$ cat config.mk
export PLATFORM = sky130hd
export DESIGN_NAME = alu_result_buffer_flat
export DESIGN_NICKNAME = d
export VERILOG_FILES = /design/src/rtl/alu_result_buffer_if.sv /design/src/rtl/alu_result_buffer.sv /design/src/flat_wrapper.sv
export SDC_FILE = /design/constraint.sdc
export NUM_CORES = 1
export LEC_CHECK = 0
export BUFFER_PORTS_ARGS = -buffer_cell sky130_fd_sc_hd__buf_2
export CAP_MARGIN = 10
export CORE_UTILIZATION = 59
export CTS_CLUSTER_SIZE = 8
export DETAILED_ROUTE_END_ITERATION = 12
export HOLD_SLACK_MARGIN = 0.03
export PLACE_DENSITY_LB_ADDON = 0.05
export SLEW_MARGIN = 25
export SYNTH_ARGS = -nofsm -noshare
export SYNTH_HDL_FRONTEND = slang
export SYNTH_SLANG_ARGS = --single-unit
export TNS_END_PERCENT = 30
$ cat constraint.sdc
create_clock -name clock -period 5.2 [get_ports clock]
set_input_delay 0.52 -clock clock [delete_from_list [all_inputs] [get_ports clock]]
set_output_delay 0.52 -clock clock [all_outputs]
set_load 0.1 [all_outputs]
$ cat src/rtl/alu_result_buffer_if.sv
// Bundles the ALU-side push and write-back-side pop signals of the result buffer.
// Pure wiring: no storage and no added latency.
// Backpressure runs through in_ready toward the ALU and out_ready from write-back.
interface alu_result_buffer_if #(
    parameter int DATA_WIDTH     = 8,
    parameter int DEPTH          = 4,
    parameter int REG_ADDR_WIDTH = 4
);
    localparam int CNT_W = $clog2(DEPTH) + 1;

    logic                      in_valid;
    logic                      in_ready;
    logic [DATA_WIDTH-1:0]     in_result;
    logic [3:0]                in_opcode;
    logic [REG_ADDR_WIDTH-1:0] in_dest;

    logic                      out_valid;
    logic                      out_ready;
    logic [DATA_WIDTH-1:0]     out_result;
    logic [REG_ADDR_WIDTH-1:0] out_dest;
    logic                      out_zero;
    logic                      out_neg;

    logic [CNT_W-1:0]          count;
    logic                      err_illegal_op;

    // Environment side: drives ALU results in and write-back ready.
    modport master (
        output in_valid, in_result, in_opcode, in_dest, out_ready,
        input  in_ready, out_valid, out_result, out_dest, out_zero, out_neg,
        input  count, err_illegal_op
    );

    // Buffer side.
    modport slave (
        input  in_valid, in_result, in_opcode, in_dest, out_ready,
        output in_ready, out_valid, out_result, out_dest, out_zero, out_neg,
        output count, err_illegal_op
    );
endinterface

$ cat src/rtl/alu_result_buffer.sv
// Buffers ALU results with destination index and zero/neg flags for register write-back.
// Latency: an entry pushed into an empty buffer is on out_* the next cycle; no bypass.
// Backpressure: in_ready = not full, out_valid = not empty, both from registered count.
module alu_result_buffer #(
    parameter int DATA_WIDTH     = 8,
    parameter int DEPTH          = 4,
    parameter int REG_ADDR_WIDTH = 4
) (
    input  logic               clock,
    input  logic               clear,
    alu_result_buffer_if.slave bus
);
    localparam int PTR_W = $clog2(DEPTH);
    localparam int CNT_W = PTR_W + 1;
    localparam logic [CNT_W-1:0] FULL_CNT = CNT_W'(DEPTH);

    typedef struct packed {
        logic [DATA_WIDTH-1:0]     result;
        logic [REG_ADDR_WIDTH-1:0] dest;
        logic                      zero;
        logic                      neg;
    } entry_t;

    entry_t           mem_q [DEPTH];
    logic [PTR_W-1:0] wr_ptr_q, wr_ptr_d;
    logic [PTR_W-1:0] rd_ptr_q, rd_ptr_d;
    logic [CNT_W-1:0] cnt_q, cnt_d;
    logic             err_q, err_d;

    logic   op_legal;
    logic   push_hs;
    logic   push_wr;
    logic   pop;
    entry_t wr_entry;
    entry_t head;

    // Only AND/OR/NOT/NEG (opcodes 0..3) produce a write-back entry.
    assign op_legal = (bus.in_opcode[3:2] == 2'b00);
    assign push_hs  = bus.in_valid && bus.in_ready;
    assign push_wr  = push_hs && op_legal;
    assign pop      = bus.out_valid && bus.out_ready;

    // Flags are captured with the result so write-back never recomputes them.
    assign wr_entry.result = bus.in_result;
    assign wr_entry.dest   = bus.in_dest;
    assign wr_entry.zero   = (bus.in_result == '0);
    assign wr_entry.neg    = bus.in_result[DATA_WIDTH-1];

    // Pointer, occupancy and sticky-error next state from the push/pop decisions.
    always_comb begin
        wr_ptr_d = wr_ptr_q;
        rd_ptr_d = rd_ptr_q;
        cnt_d    = cnt_q;
        err_d    = err_q;
        if (push_wr) begin
            wr_ptr_d = wr_ptr_q + PTR_W'(1);
        end
        if (pop) begin
            rd_ptr_d = rd_ptr_q + PTR_W'(1);
        end
        case ({push_wr, pop})
            2'b10:   cnt_d = cnt_q + CNT_W'(1);
            2'b01:   cnt_d = cnt_q - CNT_W'(1);
            default: cnt_d = cnt_q;
        endcase
        if (push_hs && !op_legal) begin
            err_d = 1'b1;
        end
    end

    // Control state register; clear overrides any same-cycle push or pop.
    always_ff @(posedge clock) begin
        if (clear) begin
            wr_ptr_q <= '0;
            rd_ptr_q <= '0;
            cnt_q    <= '0;
            err_q    <= 1'b0;
        end else begin
            wr_ptr_q <= wr_ptr_d;
            rd_ptr_q <= rd_ptr_d;
            cnt_q    <= cnt_d;
            err_q    <= err_d;
        end
    end

    // Entry storage is deliberately not reset; occupancy alone says what is live.
    always_ff @(posedge clock) begin
        if (!clear && push_wr) begin
            mem_q[wr_ptr_q] <= wr_entry;
        end
    end

    assign head = mem_q[rd_ptr_q];

    assign bus.in_ready       = (cnt_q != FULL_CNT);
    assign bus.out_valid      = (cnt_q != '0);
    assign bus.out_result     = head.result;
    assign bus.out_dest       = head.dest;
    assign bus.out_zero       = head.zero;
    assign bus.out_neg        = head.neg;
    assign bus.count          = cnt_q;
    assign bus.err_illegal_op = err_q;
endmodule

$ cat src/flat_wrapper.sv
// flat-port wrapper written by rule: the top's interface ports become plain ports
module alu_result_buffer_flat 
#(
    parameter int DATA_WIDTH     = 8,
    parameter int DEPTH          = 4,
    parameter int REG_ADDR_WIDTH = 4
)
  (clock, clear, bus_in_valid, bus_in_result, bus_in_opcode, bus_in_dest, bus_out_ready, bus_in_ready, bus_out_valid, bus_out_result, bus_out_dest, bus_out_zero, bus_out_neg, bus_count, bus_err_illegal_op);
  alu_result_buffer_if #(.DATA_WIDTH(DATA_WIDTH), .DEPTH(DEPTH), .REG_ADDR_WIDTH(REG_ADDR_WIDTH)) bus_i ();
  input  logic clock;
  input  logic clear;
  input wire logic [$bits(bus_i.in_valid)-1:0] bus_in_valid;
  input wire logic [$bits(bus_i.in_result)-1:0] bus_in_result;
  input wire logic [$bits(bus_i.in_opcode)-1:0] bus_in_opcode;
  input wire logic [$bits(bus_i.in_dest)-1:0] bus_in_dest;
  input wire logic [$bits(bus_i.out_ready)-1:0] bus_out_ready;
  output wire logic [$bits(bus_i.in_ready)-1:0] bus_in_ready;
  output wire logic [$bits(bus_i.out_valid)-1:0] bus_out_valid;
  output wire logic [$bits(bus_i.out_result)-1:0] bus_out_result;
  output wire logic [$bits(bus_i.out_dest)-1:0] bus_out_dest;
  output wire logic [$bits(bus_i.out_zero)-1:0] bus_out_zero;
  output wire logic [$bits(bus_i.out_neg)-1:0] bus_out_neg;
  output wire logic [$bits(bus_i.count)-1:0] bus_count;
  output wire logic [$bits(bus_i.err_illegal_op)-1:0] bus_err_illegal_op;
  assign bus_i.in_valid = bus_in_valid;
  assign bus_i.in_result = bus_in_result;
  assign bus_i.in_opcode = bus_in_opcode;
  assign bus_i.in_dest = bus_in_dest;
  assign bus_i.out_ready = bus_out_ready;
  assign bus_in_ready = bus_i.in_ready;
  assign bus_out_valid = bus_i.out_valid;
  assign bus_out_result = bus_i.out_result;
  assign bus_out_dest = bus_i.out_dest;
  assign bus_out_zero = bus_i.out_zero;
  assign bus_out_neg = bus_i.out_neg;
  assign bus_count = bus_i.count;
  assign bus_err_illegal_op = bus_i.err_illegal_op;
  alu_result_buffer #(.DATA_WIDTH(DATA_WIDTH), .DEPTH(DEPTH), .REG_ADDR_WIDTH(REG_ADDR_WIDTH)) u_core (.clock(clock), .clear(clear), .bus(bus_i));
endmodule
### Yosys cells after proc, flatten, opt, wreduce, memory -nomap -nowiden

Memory sizes are Yosys's and may differ from the RTL's. A register that Yosys moved wholly into a read port is not among the register bits.
Index checks and enable logic that the tools add are counted.

| word-level totals | value |
|---|---|
| bits in registers | 8 |
| bits in writable memories | 56 |
| input port bits | 20 |
| word-level logic and storage cells | 28 |
| memories | 1 |

| operators by class | value |
|---|---|
| add/sub/neg operators | 4 |
| eq/ne operators | 3 |
| multiplexer cells | 5 |
| reductions and logical operators | 11 |

Memory list:

| memory | depth | bits a word | read ports | clocked after memory_dff | wr ports | RTL line | text |
|---|---|---|---|---|---|---|---|
| u_core.mem_q | 4 | 14 | 1 | 1 | 1 | alu_result_buffer.sv:24 | `entry_t mem_q [DEPTH];` |

Operators by type and width:

| operator | count |
|---|---|
| $logic_not A8 Y1 | 1 |
| $pmux W3 S2 | 1 |
| $logic_and A1 B1 Y1 | 5 |
| $add A2 B1 Y2 const B | 2 |
| $mux W2 | 2 |
| $add A3 B1 Y3 const B | 1 |
| $ne A3 B3 Y1 const B | 1 |
| $reduce_bool A3 Y1 | 1 |
| $sub A3 B1 Y3 const B | 1 |
| $eq A2 B1 Y1 const B | 1 |
| $eq A2 B2 Y1 const B | 1 |
| $logic_not A1 Y1 | 2 |
| $logic_not A2 Y1 | 1 |
| $mux W1 | 2 |
| $reduce_bool A2 Y1 | 1 |

### Depth between registers and ports, before layout

Gate-level depths: netlist (run 1).

| logic depth | value |
|---|---|
| depth in word-level cells | 6 |
| depth in mapped cells | 9 |
| mapped depth without buffers | 9 |

### Least setup slack after synthesis (run 1)

OpenSTA, ideal clock, no wires.

| path | value |
|---|---|
| path kind | register -> register |
| from | register u_core.cnt_q[0], in the netlist u_core.bus.count[0] |
| to | memory u_core.mem_q[3][0] (netlist bit), enable pin |
| setup time | 402 ps |
| arrival | 2933 ps |
| path slack | 1865 ps |
| stages on the path, launching flop included | 5 |
| buffers on the path | 0 |
| clock period less this slack | 3335 ps |
| cell sequence | dfxtp_1 or3b_4 and3_4 inv_1 nor3b_1 |

| between the ends | value |
|---|---|
| longest elaborated chain between the ends | 6 |

RTL lines:

| item | RTL line | text |
|---|---|---|
| start: declaration | alu_result_buffer.sv:27 | `logic [CNT_W-1:0] cnt_q, cnt_d;` |
| start signal: assignment | alu_result_buffer.sv:81 | `cnt_q <= cnt_d;` |
| $ne A3 B3 Y1 | alu_result_buffer.sv:95 | `assign bus.in_ready = (cnt_q != FULL_CNT);` |
| named net bus_in_ready | flat_wrapper.sv:17 | `output wire logic [$bits(bus_i.in_ready)-1:0] bus_in_ready;` |
| $logic_and A1 B1 Y1 | alu_result_buffer.sv:39 | `assign push_hs = bus.in_valid && bus.in_ready;` |
| $logic_and A1 B1 Y1 | alu_result_buffer.sv:40 | `assign push_wr = push_hs && op_legal;` |
| $logic_and A1 B1 Y1 | alu_result_buffer.sv:88 | `if (!clear && push_wr) begin` |
| $mux W1 | alu_result_buffer.sv:88 |  |
| $mux W1 (implied by the code) | alu_result_buffer.sv:89 | `mem_q[wr_ptr_q] <= wr_entry;` |
| end: declaration | alu_result_buffer.sv:24 |  |

The timed path passes the listed nets, and every way through them passes these cells.

### Worst setup path after layout (run 1)

| path | value |
|---|---|
| from | register u_core.cnt_q[2], in the netlist u_core.bus.count[2] |
| to | register u_core.cnt_q[2], in the netlist u_core.bus.count[2] |

| between the ends | value |
|---|---|
| longest elaborated chain between the ends | 5 |
| elaborated cells on any way between the ends | 11 |
| classes of those cells | add/sub (2); eq/ne (3); mux (1); reduce/logical (5) |

RTL lines:

| item | RTL line | text |
|---|---|---|
| $ne A3 B3 Y1 | alu_result_buffer.sv:95 |  |
| $logic_and A1 B1 Y1 | alu_result_buffer.sv:39 |  |
| $logic_and A1 B1 Y1 | alu_result_buffer.sv:40 |  |
| $eq A2 B1 Y1 / $eq A2 B2 Y1 (equally long branches) | alu_result_buffer.sv:61 | `case ({push_wr, pop})` |
| $pmux W3 S2 / $reduce_bool A2 Y1 (equally long branches) | -- |  |

Several ways; a longest one is shown, not always the timed one.
A chain may end at the register's enable or synchronous reset.

==> results.cfg, run 1 <==
[status]
status = finished, final reports clean

[logic_synthesis]
ys_types = 24
synth.most_common_cell = edfxtp_1
synthCells = 127
synth_top_area_cell = edfxtp_1
syn_area_per_cell_um2 = 19.1
seq_area_frac_synth_pct = 72.7
synthTopCellsByArea = edfxtp_1 64%, mux4_2 12%, dfxtp_1 8.3%, ha_1 2.6%, nor2_1 1.7%
async_flop_share_pct = 0
yosysWarnings = 0
synth_top_cell_area_share_pct = 64.4
synth_seq_cells = 62
netlist_area_mm2 = 0.00242
synth_edf_count = 52
synthTopCellsByCount = 52 x edfxtp_1, 13 x mux4_2, 11 x nor2_1
synthFlopType = edfxtp_1
synth_nets = 153

[timing]
rsz0062_at_grt = no
final-hold-violation-count = 0
finalSetupViolations = 0
tns_ps = 0
timing.fmax_mhz = 363
fin_crit_sh_pct = 53.0
fin_crit_ps = 2760
timing.slew.headroom_pct = 39.9
drv_slew = 0
finalClockSkew_ps = 7.57
worstMarginPinSlew_ps = 900

[finish]
antenna_cells = 0
fillCellCount = 205
fin_util_pct = 77.1
drive_gt1_share_pct = 42.6
area_growth_pct = 20.8
regArea_mm2 = 0.00176
multi_input_area_um2 = 663
final_nets = 197

[floorplanning]
io_pins = 40
rows = 22
fp.dieH_um = 66.1
core_area_mm2 = 0.00380
start_util_pct = 63.8
dieWidth_um = 66.1
die_area_mm2 = 0.00437

[global_route]
antenna_found_initial = 0
grt_usage_pct = 22.4
grt_max_degree = 16
grt_pass1_wl_um = 6530
grt_pass1_vias = 1384
overflow = 0

[placement]
gp_congestion = 0.730
io_buffers = 37
hpwl_um = 2580

[routing]
drt_iter0_drc = 57
vias = 1267
drc = 0
wire_per_inst_um = 18.0
ant_nets = 0
drt-total-wl_um = 4030
dr.pass1.iters = 4
vias_per_cell = 5.66

[power_and_ir_drop]
switching_share_pct = 37.7
pwr-share-clk_pct = 31.5
p_switching_mw = 0.595
powerDensity_mw_per_mm2 = 539
seqPwrFrac_pct = 37.8
p_comb_share_pct = 30.7
p_int_mw = 0.983
irDropWorstVdd_mv = 0.463
p_leak_nw = 1.04

[clocking]
clock-sinks = 62
holdBufCountCts = 0
postCtsResizedCells = 0
cts_tree = yes
htreeDepth = 3
cts_setup_buffers = 0
cts_buffer_depth = 2
clk_latency_ps = 330
numCtsBuffers = 9
cts_root_buf = clkbuf_8
clk_pin_slew_ps = 70

[critical_path]
arrival_ps = 3020
path_max_fanout = 7
start_kind = register
critPathRequiredTime_ps = 5460
r2r_cells = 9
timing_worst_setup_path_type = reg2reg
endpoint_kind = register

[worst_hold_path]
min_path_cells = 1
min_path_type = in2reg

[run]
drv_cap = 0
cells in the final DEF, fill, tap and decap left out, types with 2 or more instances in the layout:
cell        n
a21oi_1     3
buf_2      37
bufinv_16   3
clkbuf_8    9
clkinv_2    2
dfxtp_1    10
edfxtp_1   52
ha_1        5
inv_1       6
mux4_2     13
nand2b_1    2
nor2_1     11
nor3b_4     4
or3_2       2
or4_1       2
xor2_1      3
per-layer routing:
layer	global-route usage [%]	part of all wire, %	up-vias
li1	-	-	583
met1	27.1	42	617
met2	34.6	50	56
met3	6.90	5.3	11
met4	15.2	2.5	0
met5	0	0	-
worst max-delay path, stage by stage, from the launching register on:
cell and delay, ps:
dfxtp_1 400, or3b_4 430, and3_4 200, inv_1 280
ha_1 250, inv_1 60, fa_1 370, xor2_1 160
or3_2 400, a21oi_1 140
cells by family (layout without fill, tap and decap cells):
logic type / Yosys count / after routing / synth area share [%]
buffers and inverters: 10 / 59 / 1.86
AOI/OAI and AO/OA: 7 / 7 / 1.91
adders and majority gates: 6 / 6 / 3.41
and+or+nand+nor: 23 / 23 / 5.62
muxes: 15 / 15 / 13.1
DFF: 62 / 62 / 72.7
xor gates and xnor gates: 4 / 4 / 1.45
final timing paths:
| path | slack [ps] | endpoint | from |
|---|---|---|---|
| max | 2440 | u_core.bus.count[2] | u_core.bus.count[2] |
| min | 410 | u_core.mem_q[2][5] | bus_in_dest[3] |
| max reg2reg | 2440 | u_core.bus.count[2] | u_core.bus.count[2] |
| min reg2reg | 470 | u_core.bus.err_illegal_op | u_core.bus.err_illegal_op |
power groups by stage:
stage / Combinational, mW / Clock, mW / Sequential, mW
after global placement: 0.477 / 0 / 0.607
after global routing: 0.506 / 0.521 / 0.603
after CTS: 0.487 / 0.501 / 0.599
final: 0.485 / 0.497 / 0.597
after detailed placement: 0.486 / 0 / 0.609
after floorplan: 0.391 / 0 / 0.636
final cells by class:
cell class | count | share of cell area, %
inverter | 6 | 0.769
clock inverter | 7 | 3.84
tap | 48 | 2.05
clock buffer | 9 | 4.23
multi-input combinational | 55 | 22.6
timing repair buffer | 37 | 6.32
sequential | 62 | 60.1
through the flow:
stage	power (mW)	hold slack [ps]	setup WS (ps)	cell area [um2]	std cells
detailed placement	1.10	453	2460	2690	208
CTS	1.59	394	2430	2930	224
floorplan	1.03	481	1860	2420	127
finish	1.58	408	2440	2930	224
global placement	1.08	445	2660	2670	208
global route	1.63	398	2280	2930	224
registers in the layout, indices dropped and copies added (netlist names), named ones only:
signal and cells:
u_core.mem_q 52, u_core.wr_ptr_q 2, u_core.bus.err_illegal_op 1, u_core.rd_ptr_q 2, u_core.bus.count 3
Note: power is estimated with default switching activity, not from simulation.
==> run 2: changes to the inputs <==
Settings changed: CORE_UTILIZATION 59 to 55.
Clock period 5.2 ns to 2.57 ns, I/O delays scaled along.
==> run 2 against run 1 <==
Against the previous run: worst setup slack got worse by 2100 ps; count of clock-buffer cells in the layout increased by 1; die area rose by 7.0%; cell count grew 3.1%; combinational power up 120%; sequential share of layout area up 0.059 points; clock skew up 0.95 ps; highest routed layer unchanged.
==> results.cfg, run 2 (synthesized netlist as in run 1, its figures left out) <==
[status]
status = finished, final reports clean

[global_route]
grt-busiest-layer = met2
grt_usage_pct = 19.4
grt_max_degree = 16
grt_use_met2_pct = 28.6
use_met1_pct = 24.2
met3_usage_pct = 8.50
antenna_found_initial = 0
grt_pass1_vias = 1248
overflow = 0
grt_pass1_wl_um = 5910

[critical_path]
critPathRequiredTime_ps = 2830
critPathBufInv = 2
critical-path-max-stage-delay_ps = 400
arrival_ps = 2500
path_cells = or3b_4, and3_4, inv_6, ha_4, inv_2, fa_2, xor2_1, or3_4, a21oi_1
slowest_stage = or3b_4
path_max_fanout = 7
crit_family = simple AND/OR/NAND/NOR gates
start_kind = register
timing_worst_setup_path_type = reg2reg
endpoint_kind = register

[routing]
drt-total-wl_um = 3860
drt_iter0_drc = 94
vias_per_cell = 5.46
ant_nets = 0
vias = 1261
wire_per_inst_um = 16.7
dr.pass1.iters = 4
drc = 0

[finish]
layout_commonest_cell = edfxtp_1
fillCellCount = 253
largest_register = u_core.mem_q
final_cell_mix = 52 x edfxtp_1, 37 x buf_2, 13 x mux4_2
area_growth_pct = 21.1
largest_reg_flops = 52
final_nets = 202
fin_cells = 231
fin_util_pct = 71.4
final_cell_area_mm2 = 0.00294
drive_gt1_share_pct = 48.1
regArea_mm2 = 0.00177
multi_input_area_um2 = 657
antenna_cells = 0

[timing]
drv_slew = 0
timing.slew.headroom_pct = 57.8
final-hold-violation-count = 0
rsz0062_at_grt = no
timing.fmax_mhz = 445
worstMarginPinSlew_ps = 633
fin_crit_ps = 2250
fin_crit_sh_pct = 87.4
finalSetupViolations = 0
finalClockSkew_ps = 8.52

[power_and_ir_drop]
p_leak_nw = 1.03
powerDensity_mw_per_mm2 = 1030
power_mw = 3.04
irDropWorstVdd_mv = 0.584

[floorplanning]
rows = 23
start_util_pct = 58.9
die_area_mm2 = 0.00468
core_area_mm2 = 0.00412
dieWidth_um = 68.4
fp.dieH_um = 68.4
io_pins = 40

[clocking]
clock-sinks = 62
holdBufCountCts = 0
postCtsResizedCells = 0
numCtsBuffers = 9
cts_tree = yes
htreeDepth = 3
clk_pin_slew_ps = 70
clk_latency_ps = 330
cts_buffer_depth = 2
cts_setup_buffers = 0
cts_root_buf = clkbuf_8

[placement]
dpl_cell_area_mm2 = 0.00275
hpwl_um = 2500
gp_congestion = 0.709
io_buffers = 37
dp_cells = 215

[run]
drv_cap = 0

[worst_hold_path]
min_path_type = in2reg
## run 2: layer usage
layer	wire length (um)	part of all wire (%)	vias to the layer above
met2	1910	49	36
met1	1740	45	622
met4	59	1.5	0
met3	158	4.1	7
met5	0	0	-
li1	-	-	596
## run 2: final timing paths
kind,cells after the start,from,slack (ps),endpoint
max,9,u_core.bus.count[2],320,u_core.bus.count[2]
min,1,bus_in_result[7],150,u_core.mem_q[2][0]
max reg2reg,9,u_core.bus.count[2],320,u_core.bus.count[2]
min reg2reg,2,u_core.bus.err_illegal_op,470,u_core.bus.err_illegal_op
## run 2: metrics by stage
step | hold WS, ps | setup TNS, ps | setup WS [ps]
2_1_floorplan | 356 | -36.1 | -36.1
3_3_place_gp | 445 | 0 | 385
3_5_place_dp | 454 | 0 | 327
4_1_cts | 137 | 0 | 314
5_1_grt | 134 | 0 | 243
6_report | 151 | 0 | 323
## run 2: report_power, final
part | internal (mW) | switching, mW | total (mW)
logic | 0.263 | 0.784 | 1.05
clock network | 0.446 | 0.359 | 0.805
registers | 1.13 | 0.0580 | 1.19
## run 2: layout make-up
cell class / count / share of cell area [%]
multi-input cells: 55 / 22.4
clock inverters: 6 / 2.00
repair buffers: 42 / 8.01
clock buffers: 10 / 4.35
well taps: 50 / 2.13
inverters: 6 / 0.937
flip-flops and latches: 62 / 60.2
==> run 3: changes to the inputs <==
--- a/config.mk
+++ b/config.mk
@@ -8,3 +8,3 @@
 export BUFFER_PORTS_ARGS = -buffer_cell sky130_fd_sc_hd__buf_2
-export CAP_MARGIN = 10
+export CAP_MARGIN = 20
 export CORE_UTILIZATION = 55
==> constraint.sdc (replaced) <==
create_clock -name clock -period 2.57 [get_ports clock]
set_input_delay 0.1285 -clock clock [delete_from_list [all_inputs] [get_ports clock]]
set_output_delay 0.1285 -clock clock [all_outputs]
set_load 0.1 [all_outputs]
==> run 3 against run 2 <==
Against the previous run: maximum frequency down 1.8%; final area up 4.7%; cell count up 5.2%; count of clock-buffer cells in the layout unchanged; critical path depth unchanged; sequential cell count unchanged; largest power group unchanged.
==> results.cfg, run 3 (synthesized netlist as in run 1, its figures left out) <==
[worst_hold_path]
min_path_cells = 4
min_path_type = in2reg
worst_hold_path.endpoint = u_core.bus.err_illegal_op
min-delay-start = bus_in_opcode[2]

[routing]
drt_iter0_drc = 59
wire_per_inst_um = 16.8
dr.pass1.iters = 4
vias = 1296
drt-total-wl_um = 4090
drc = 0
vias_per_cell = 5.33
ant_nets = 0

[finish]
multi_input_area_um2 = 657
fin_cells = 243
final_nets = 214
drive_gt1_share_pct = 43.5
fillCellCount = 256
antenna_cells = 0
largest_register = u_core.mem_q
final_cell_mix = 52 x edfxtp_1, 37 x buf_2, 13 x mux4_2
area_growth_pct = 26.8
layout_commonest_cell = edfxtp_1
largest_reg_flops = 52
regArea_mm2 = 0.00177

[critical_path]
timing_worst_setup_path_type = reg2reg
critPathRequiredTime_ps = 2820
arrival_ps = 2540
slowest_stage = or3b_4
crit_family = simple AND/OR/NAND/NOR gates
regToRegSetupSlack_ps = 280
path_depth = 9
path_max_fanout = 7
endpoint_kind = register
r2r_cells = 9
start_kind = register
critical-path-max-stage-delay_ps = 390
r2r_start = u_core.bus.count[2]
path_cells = or3b_4, and3_4, inv_6, ha_4, inv_2, fa_2, xor2_1, or3_4, a21oi_1
reg2reg_to = u_core.bus.count[2]
critPathBufInv = 2

[clocking]
postCtsResizedCells = 0
cts_root_buf = clkbuf_8
clock-sinks = 62
cts_buffer_depth = 2
clk_latency_ps = 330
cts_tree = yes
htreeDepth = 3
numCtsBuffers = 9
clk_pin_slew_ps = 70
cts_setup_buffers = 0

[floorplanning]
io_pins = 40
core_area_mm2 = 0.00412
die_area_mm2 = 0.00468
rows = 23
start_util_pct = 58.9
fp.dieH_um = 68.4
dieWidth_um = 68.4

[power_and_ir_drop]
seqPwrFrac_pct = 38.0
switching_share_pct = 38.0
pwr-share-clk_pct = 27.9
power_mw = 3.12
irDropWorstVdd_mv = 0.739
p_int_mw = 1.94
p_comb_share_pct = 34.1
p_leak_nw = 1.08
powerDensity_mw_per_mm2 = 1020
p_switching_mw = 1.19

[timing]
finalSetupViolations = 0
fin_crit_ps = 2290
final-hold-violation-count = 0
worstMarginPinSlew_ps = 627
finalClockSkew_ps = 8.36
timing.fmax_mhz = 437
rsz0062_at_grt = no
drv_slew = 0
fin_crit_sh_pct = 89.0
timing.slew.headroom_pct = 58.1

[status]
status = finished, final reports clean

[placement]
hpwl_um = 2630
dp_cells = 215
io_buffers = 37
gp_congestion = 0.727

[global_route]
grt_usage_pct = 21.0
grt_max_degree = 16
grt_pass1_vias = 1328
antenna_found_initial = 0
overflow = 0
grt_pass1_wl_um = 6380

[run]
drv_cap = 0
run 3: changes by cell type in the layout (fill, tap and decap cells not counted):
| cell | before | now |
|---|---|---|
| dlygate4sd3_1 | 0 | 12 |
| clkinv_1 | 0 | 3 |
| clkinv_2 | 2 | 1 |
| inv_4 | 3 | 0 |
| bufinv_16 | 1 | 2 |
run 3: final cells by class:
cell class	instances	area share, %
tap	50	2.04
inverter	6	0.895
timing repair buffer	54	11.6
clock inverter	6	2.48
sequential	62	57.5
multi-input combinational	55	21.4
clock buffer	10	4.15
run 3: metrics by stage:
stage	hold WS (ps)	instance area (um2)	utilization (%)	worst slack, ps	TNS (ps)
6_report	143	3070	74.7	283	0
5_1_grt	149	3070	74.7	201	0
3_3_place_gp	343	2750	66.8	387	0
2_1_floorplan	227	2470	-	-36.1	-36.1
3_5_place_dp	354	2750	66.8	269	0
4_1_cts	136	3070	74.7	254	0
run 3: worst register-to-register path: stages (launching register included):
cell,delay (ps)
dfxtp_4,370
or3b_4,390
and3_4,190
inv_6,80
ha_4,140
inv_2,40
fa_2,340
xor2_1,170
or3_4,330
a21oi_1,150
run 3: power groups by stage:
stage | Combinational [mW] | Clock [mW] | Sequential (mW)
5_1_grt | 1.11 | 0.939 | 1.20
3_3_place_gp | 1.04 | 0 | 1.21
2_1_floorplan | 0.811 | 0 | 1.29
4_1_cts | 1.07 | 0.892 | 1.19
3_5_place_dp | 1.06 | 0 | 1.21
6_report | 1.07 | 0.871 | 1.19
run 3: repair_timing:
action	CTS	global route
setup endpoints to repair	0	0
hold buffers	12	0
endpoints found under the hold margin	48	0
run 3: worst max path at each step:
stage | slack (ps) | start | end
after detailed placement | 270 | u_core.bus.count[2] | u_core.bus.count[2]
after global routing | 200 | u_core.bus.count[2] | u_core.bus.count[2]
after floorplan | -40 | u_core.bus.count[2] | u_core.bus.count[2]
after global placement | 390 | u_core.bus.count[2] | u_core.bus.count[2]
after CTS | 250 | u_core.bus.count[2] | u_core.bus.count[2]
final | 280 | u_core.bus.count[2] | u_core.bus.count[2]
run 3: layer usage:
metal,global-route usage [%],wire length [um],part of all wire [%]
met5,0,0,0
met4,12.2,23,0.56
met3,7.00,159,3.9
met2,33.2,2100,51
met1,24.9,1800,44
